**config.mk**
```make
export PLATFORM = sky130hd
export DESIGN_NAME = score_digit_renderer
export DESIGN_NICKNAME = d
export VERILOG_FILES = /design/src/rtl/score_digit_renderer.sv
export SDC_FILE = /design/constraint.sdc
export NUM_CORES = 1
export LEC_CHECK = 0
export BUFFER_PORTS_ARGS = -buffer_cell sky130_fd_sc_hd__buf_4
export CAP_MARGIN = 40
export CORE_UTILIZATION = 52
export CTS_BUF_LIST = sky130_fd_sc_hd__clkbuf_4
export DETAILED_ROUTE_END_ITERATION = 6
export GPL_ROUTABILITY_DRIVEN = 1
export HOLD_SLACK_MARGIN = 0.08
export PLACE_DENSITY = 0.78
export RECOVER_POWER = 50
export SLEW_MARGIN = 20
export SYNTH_ARGS = -nofsm -noshare
export SYNTH_HDL_FRONTEND = slang
export SYNTH_SLANG_ARGS = --single-unit
export TNS_END_PERCENT = 5
```
**constraint.sdc**
```tcl
create_clock -name clk -period 1.83 [get_ports clk]
set_input_delay 0.366 -clock clk [delete_from_list [all_inputs] [get_ports clk]]
set_output_delay 0.366 -clock clk [all_outputs]
set_load 0.01 [all_outputs]
```
**src/rtl/score_digit_renderer.sv**
```systemverilog
// Purpose : overlays an N-digit BCD score (5x7 font, 2^SCALE_LOG2 pixel scaling) at a fixed screen position.
// Latency : pixel_on is registered exactly 2 cycles after the hcount/vcount it describes.
// Backpressure: none; one pixel is accepted every cycle and the pipeline never stalls.
//
// Ports:
//   clk          pixel clock
//   reset        asynchronous active-high reset
//   hcount       current pixel column (11 bits)
//   vcount       current pixel row (10 bits)
//   frame_start  one-cycle pulse; latches score_bcd into the shadow register
//   score_bcd    BCD score, nibble [3:0] is the least significant (rightmost) digit
//   pixel_on     1 = glyph foreground for the pixel presented 2 cycles earlier
module score_digit_renderer #(
  parameter int NUM_DIGITS    = 4,
  parameter int SCALE_LOG2    = 1,
  parameter int X0            = 500,
  parameter int Y0            = 16,
  parameter int DIGIT_GAP     = 1,
  parameter int BLANK_LEADING = 1
) (
  input  logic                    clk,
  input  logic                    reset,
  input  logic [10:0]             hcount,
  input  logic [9:0]              vcount,
  input  logic                    frame_start,
  input  logic [4*NUM_DIGITS-1:0] score_bcd,
  output logic                    pixel_on
);

  localparam int CELL_W  = (5 + DIGIT_GAP) << SCALE_LOG2;
  localparam int GLYPH_H = 7 << SCALE_LOG2;

  // Mask matching an all-zero shadow: every digit except the last is blanked.
  localparam logic [NUM_DIGITS-1:0] RST_MASK =
    (BLANK_LEADING != 0) ? ({NUM_DIGITS{1'b1}} >> 1) : '0;

  // Rows of the 5x7 font; row 0 sits in the top five bits.
  function automatic logic [4:0] glyph_row(input logic [3:0] code, input logic [2:0] row);
    logic [34:0] g;
    logic [4:0]  r;
    case (code)
      4'd0:    g = {5'h0E, 5'h11, 5'h13, 5'h15, 5'h19, 5'h11, 5'h0E};
      4'd1:    g = {5'h04, 5'h0C, 5'h04, 5'h04, 5'h04, 5'h04, 5'h0E};
      4'd2:    g = {5'h0E, 5'h11, 5'h01, 5'h02, 5'h04, 5'h08, 5'h1F};
      4'd3:    g = {5'h1F, 5'h02, 5'h04, 5'h02, 5'h01, 5'h11, 5'h0E};
      4'd4:    g = {5'h02, 5'h06, 5'h0A, 5'h12, 5'h1F, 5'h02, 5'h02};
      4'd5:    g = {5'h1F, 5'h10, 5'h1E, 5'h01, 5'h01, 5'h11, 5'h0E};
      4'd6:    g = {5'h06, 5'h08, 5'h10, 5'h1E, 5'h11, 5'h11, 5'h0E};
      4'd7:    g = {5'h1F, 5'h01, 5'h02, 5'h04, 5'h08, 5'h08, 5'h08};
      4'd8:    g = {5'h0E, 5'h11, 5'h11, 5'h0E, 5'h11, 5'h11, 5'h0E};
      4'd9:    g = {5'h0E, 5'h11, 5'h11, 5'h0F, 5'h01, 5'h02, 5'h0C};
      default: g = {7{5'h1F}};  // non-BCD code: solid block flags the fault
    endcase
    case (row)
      3'd0:    r = g[34:30];
      3'd1:    r = g[29:25];
      3'd2:    r = g[24:20];
      3'd3:    r = g[19:15];
      3'd4:    r = g[14:10];
      3'd5:    r = g[9:5];
      3'd6:    r = g[4:0];
      default: r = 5'h00;
    endcase
    return r;
  endfunction

  // ---------------- frame-latched score and blank mask ----------------
  logic [4*NUM_DIGITS-1:0] shadow;
  logic [NUM_DIGITS-1:0]   blank_mask;
  logic [NUM_DIGITS-1:0]   blank_next;
  logic                    zero_run;

  // Digit i is blanked while every digit from the left edge up to i is zero.
  always_comb begin
    blank_next = '0;
    zero_run   = 1'b1;
    for (int i = 0; i < NUM_DIGITS; i++) begin
      zero_run = zero_run & (score_bcd[4*(NUM_DIGITS-1-i) +: 4] == 4'd0);
      if ((BLANK_LEADING != 0) && (i < NUM_DIGITS - 1)) begin
        blank_next[i] = zero_run;
      end
    end
  end

  always_ff @(posedge clk or posedge reset) begin
    if (reset) begin
      shadow     <= '0;
      blank_mask <= RST_MASK;
    end else if (frame_start) begin
      shadow     <= score_bcd;
      blank_mask <= blank_next;
    end
  end

  // ---------------- stage 1: locate the pixel inside the field ----------------
  int         hx;
  int         vy;
  logic       hit_c;
  logic       row_ok_c;
  logic       in_box_c;
  logic [2:0] col_c;
  logic [2:0] row_c;
  logic [3:0] code_c;
  logic       blank_c;

  // One constant-bound range compare per digit; at most one can hit.
  always_comb begin
    hx       = int'(hcount);
    vy       = int'(vcount);
    hit_c    = 1'b0;
    col_c    = 3'd0;
    code_c   = 4'd0;
    blank_c  = 1'b0;
    row_ok_c = (vy >= Y0) && (vy < Y0 + GLYPH_H);
    row_c    = 3'((vy - Y0) >> SCALE_LOG2);
    for (int i = 0; i < NUM_DIGITS; i++) begin
      if ((hx >= X0 + i*CELL_W) && (hx < X0 + (i+1)*CELL_W)) begin
        hit_c   = 1'b1;
        col_c   = 3'((hx - X0 - i*CELL_W) >> SCALE_LOG2);
        code_c  = shadow[4*(NUM_DIGITS-1-i) +: 4];
        blank_c = blank_mask[i];
      end
    end
    // Font columns 5 and up are the inter-digit gap.
    in_box_c = hit_c && row_ok_c && (col_c < 3'd5);
  end

  logic       in_box_q;
  logic [2:0] col_q;
  logic [2:0] row_q;
  logic [3:0] code_q;
  logic       blank_q;

  always_ff @(posedge clk or posedge reset) begin
    if (reset) begin
      in_box_q <= 1'b0;
      col_q    <= 3'd0;
      row_q    <= 3'd0;
      code_q   <= 4'd0;
      blank_q  <= 1'b0;
    end else begin
      in_box_q <= in_box_c;
      col_q    <= col_c;
      row_q    <= row_c;
      code_q   <= code_c;
      blank_q  <= blank_c;
    end
  end

  // ---------------- stage 2: font lookup ----------------
  logic [4:0] glyph_bits;
  logic       glyph_bit;

  // Font column 0 is the leftmost pixel, held in bit 4 of the row.
  always_comb begin
    glyph_bits = glyph_row(code_q, row_q);
    glyph_bit  = 1'b0;
    case (col_q)
      3'd0:    glyph_bit = glyph_bits[4];
      3'd1:    glyph_bit = glyph_bits[3];
      3'd2:    glyph_bit = glyph_bits[2];
      3'd3:    glyph_bit = glyph_bits[1];
      3'd4:    glyph_bit = glyph_bits[0];
      default: glyph_bit = 1'b0;
    endcase
  end

  always_ff @(posedge clk or posedge reset) begin
    if (reset) begin
      pixel_on <= 1'b0;
    end else begin
      pixel_on <= in_box_q & ~blank_q & glyph_bit;
    end
  end

endmodule
```
==> metrics.txt <==
outcome finished with violations; failing checks setup timing; post-DR vias/cell 6.08; switch share 0.275; DRT Wirelength 6580 um; placed instance count 378; Place WS -0.262 ns; Reg2Reg Depth 8; vias in the first global route 2239; DR DRC count 0; number of clock sinks 32; CP startpoint code_q[1]$_DFF_PP0_; Worst Hold Class in -> reg; worst r2r dst pixel_on$_DFF_PP0_; combinational share of power 0.246; Vias 2371; Mapped Area 0.00232 mm^2; clk slew on worst S/H paths 0.10 ns; GRT Util Overall 0.293; Tightest Pin Transition 0.748 ns; fin cells 390; Power, Total 1.75 mW; Slew Limit Fails 0; DRT iter0 DRCs 181; Internal 1.27 mW; post-layout min period 1.91 ns; post-DP HPWL 4800 um; first-pass GRT wire length 10100 um; CP bufs+invs 1; core area 0.00414 mm^2; required time worst endpoint 2.03 ns; Layout Utilization 0.791; Sequential Power Share 0.453; Routability Congestion 0.927; clk buf depth 2; #FFs+latches synth 32; Async SR Flop Fraction 1.00; max_slew headroom 0.502; I/O Pins 41; DIE WIDTH 68.9 um; Clock Latency Late Sink 0.32 ns; register area share after synthesis 0.346; Max FO, Critical Path 6; Netlist cell types 58; flop2flop setup slack -0.08 ns; Area after DPL 0.00304 mm^2; Leak 1.46 nW; initial antenna violation count 0; final instance area 0.00328 mm^2; Final Cycle Share 1.04; crit start category flop; end of the critical path pixel_on$_DFF_PP0_; Ys Warns 0; slowest CP cell dfrtp_1; worst vdd ir 0.513 mV; fin worst setup slack -0.0792 ns; Final Hold Vio Count 0; Pwr Density 532 mW/mm^2; CP Depth 8; Initial Util 0.561; clock skew 0.00595 ns; leading post-synthesis cells by cell area dfrtp_1, mux2_2, ha_1, nor2_1, dfstp_2; net count after synthesis 306; Setup violations, final 1; Synth Flop Type dfrtp_1; WL/cell 16.9 um; worst setup path class reg -> reg; H-tree depth 2; reg2reg start code_q[1]$_DFF_PP0_; Layout fillers 287; CP max stage delay 0.43 ns; die area 0.00474 mm^2; top cell type's share of synthesized area 0.312; WHS 0.179 ns; CTS tree yes; area growth from synthesis to layout 41.0%; crit path DAT 2.11 ns; Synth area leader dfrtp_1; Max Cap Viol 0; antenna diode count 0; Cell Chain, Critical Path inv_4 > ha_4 > nand2_2 > maj3_2 > and3b_1 > o21ai_1 > and4b_1 > nor4_2; switching power total 480 uW; Clk pwr share 0.301; chip height 68.9 um; Final #Nets 390; post-route setup TNS -0.0792 ns; critical path's top delay family simple AND/OR/NAND/NOR gates; fraction of layout instances using a drive strength above 1 0.456; EDFF count, synth 0; clock root buffer clkbuf_4; average size of a mapped cell 9.12 um^2; Initial DRT Pass Iterations 6; RSZ-0062 raised after global routing true; Rows 23; DRT antenna net count 0; total grt overflow 0; fmax 0.524 GHz; Hold-fix buffers, CTS 0; cell count after synthesis 255; crit path capture type flop; CTS buffer count 5; largest net degree at the start of global routing 33; IO Port Bufs 39
[synth_stat cells (2+ instances only)]
cell and count:
dfrtp_1 29, nor2_1 22, mux2_2 16, inv_1 13
nand2_1 12, o21ai_0 12, ha_1 11, nand3_1 11
a21oi_1 10, clkbuf_1 9, nor3_1 7, nand4b_1 6
a211o_1 5, buf_2 5, nand2b_1 5, nor2b_1 5
nor4_1 5, a211oi_1 4, a221o_1 4, a22oi_1 4
dfstp_2 3, mux2i_1 3, nand4_1 3, o2111ai_1 3
o22ai_1 3, o311ai_0 3, a211oi_2 2, a21o_1 2
a221oi_1 2, a31oi_1 2, and2_1 2, and4b_1 2
buf_1 2, o31ai_1 2, or3b_2 2, xor2_1 2
[layout make-up]
class	count	area, um^2	share of cell area
clock inverter	3	42.5	0.0130
timing repair buffer	94	727	0.222
tap	50	62.6	0.0191
multi-input combinational	192	1540	0.469
sequential	32	808	0.247
inverter	14	62.6	0.0191
clock buffer	5	37.5	0.0115
[state kept, by name, summed over array words and instances (netlist names)]
name,count
in_box_q,1
blank_mask,3
blank_q,1
code_q,4
shadow,16
row_q,3
col_q,3
pixel_on,1
[layout by cell type (no fill, tap or decap), types with 6 or more instances in the layout]
master / count
buf_4: 85
dfrtp_1: 26
nor2_1: 20
mux2_2: 16
inv_1: 11
nand3_1: 11
nand2_1: 11
clkbuf_4: 9
o21ai_0: 8
nor3_1: 7
a21oi_1: 7
nand4b_1: 6
ha_1: 6
[what timing repair did]
item	4_1_cts	5_1_grt
pin swaps	17	7
hold endpoints to repair	0	0
endpoints found under the setup margin	1	2
gates resized for setup	27	9
buffers inserted	4	0
[metal layers]
metal | part of all wire | global-route usage | up-vias
li1 | - | - | 1127
met1 | 0.41 | 0.357 | 1123
met2 | 0.51 | 0.501 | 99
met3 | 0.047 | 0.0576 | 22
met4 | 0.029 | 0.125 | 0
met5 | 0 | 0 | -
[worst min path at each step]
stage                                   start                   endpoint  slack, ns  cells past startpoint
floorplan                           vcount[1]         row_q[0]$_DFF_PP0_       0.40                      0
CTS                                     reset     shadow[10]$_DFFE_PP0P_       0.12                      3
finish                              vcount[3]         row_q[2]$_DFF_PP0_       0.18                      1
detailed placement  blank_mask[0]$_DFFE_PP1P_  blank_mask[0]$_DFFE_PP1P_       0.46                      2
global placement    blank_mask[1]$_DFFE_PP1P_  blank_mask[1]$_DFFE_PP1P_       0.46                      2
global route                        vcount[2]         row_q[1]$_DFF_PP0_       0.16                      1
[power by group through the flow]
stage	Clock (mW)	Sequential (mW)	Combinational (mW)
3_3_place_gp	0	0.801	0.380
2_1_floorplan	0	0.787	0.214
6_report	0.525	0.790	0.430
5_1_grt	0.576	0.797	0.464
4_1_cts	0.536	0.789	0.414
3_5_place_dp	0	0.801	0.391
[cells by family (layout without fill, tap and decap cells)]
kind of cell    Yosys count  in the layout  synth area share
simple gates             91             91             0.217
compound gates           66             66             0.209
flops                    32             32             0.346
buf+inv                  31            116            0.0560
mux                      20             20            0.0969
fa+ha+maj                12             12            0.0635
xor+xnor                  3              3            0.0113
No activity file was read; power rests on OpenSTA's default activity.
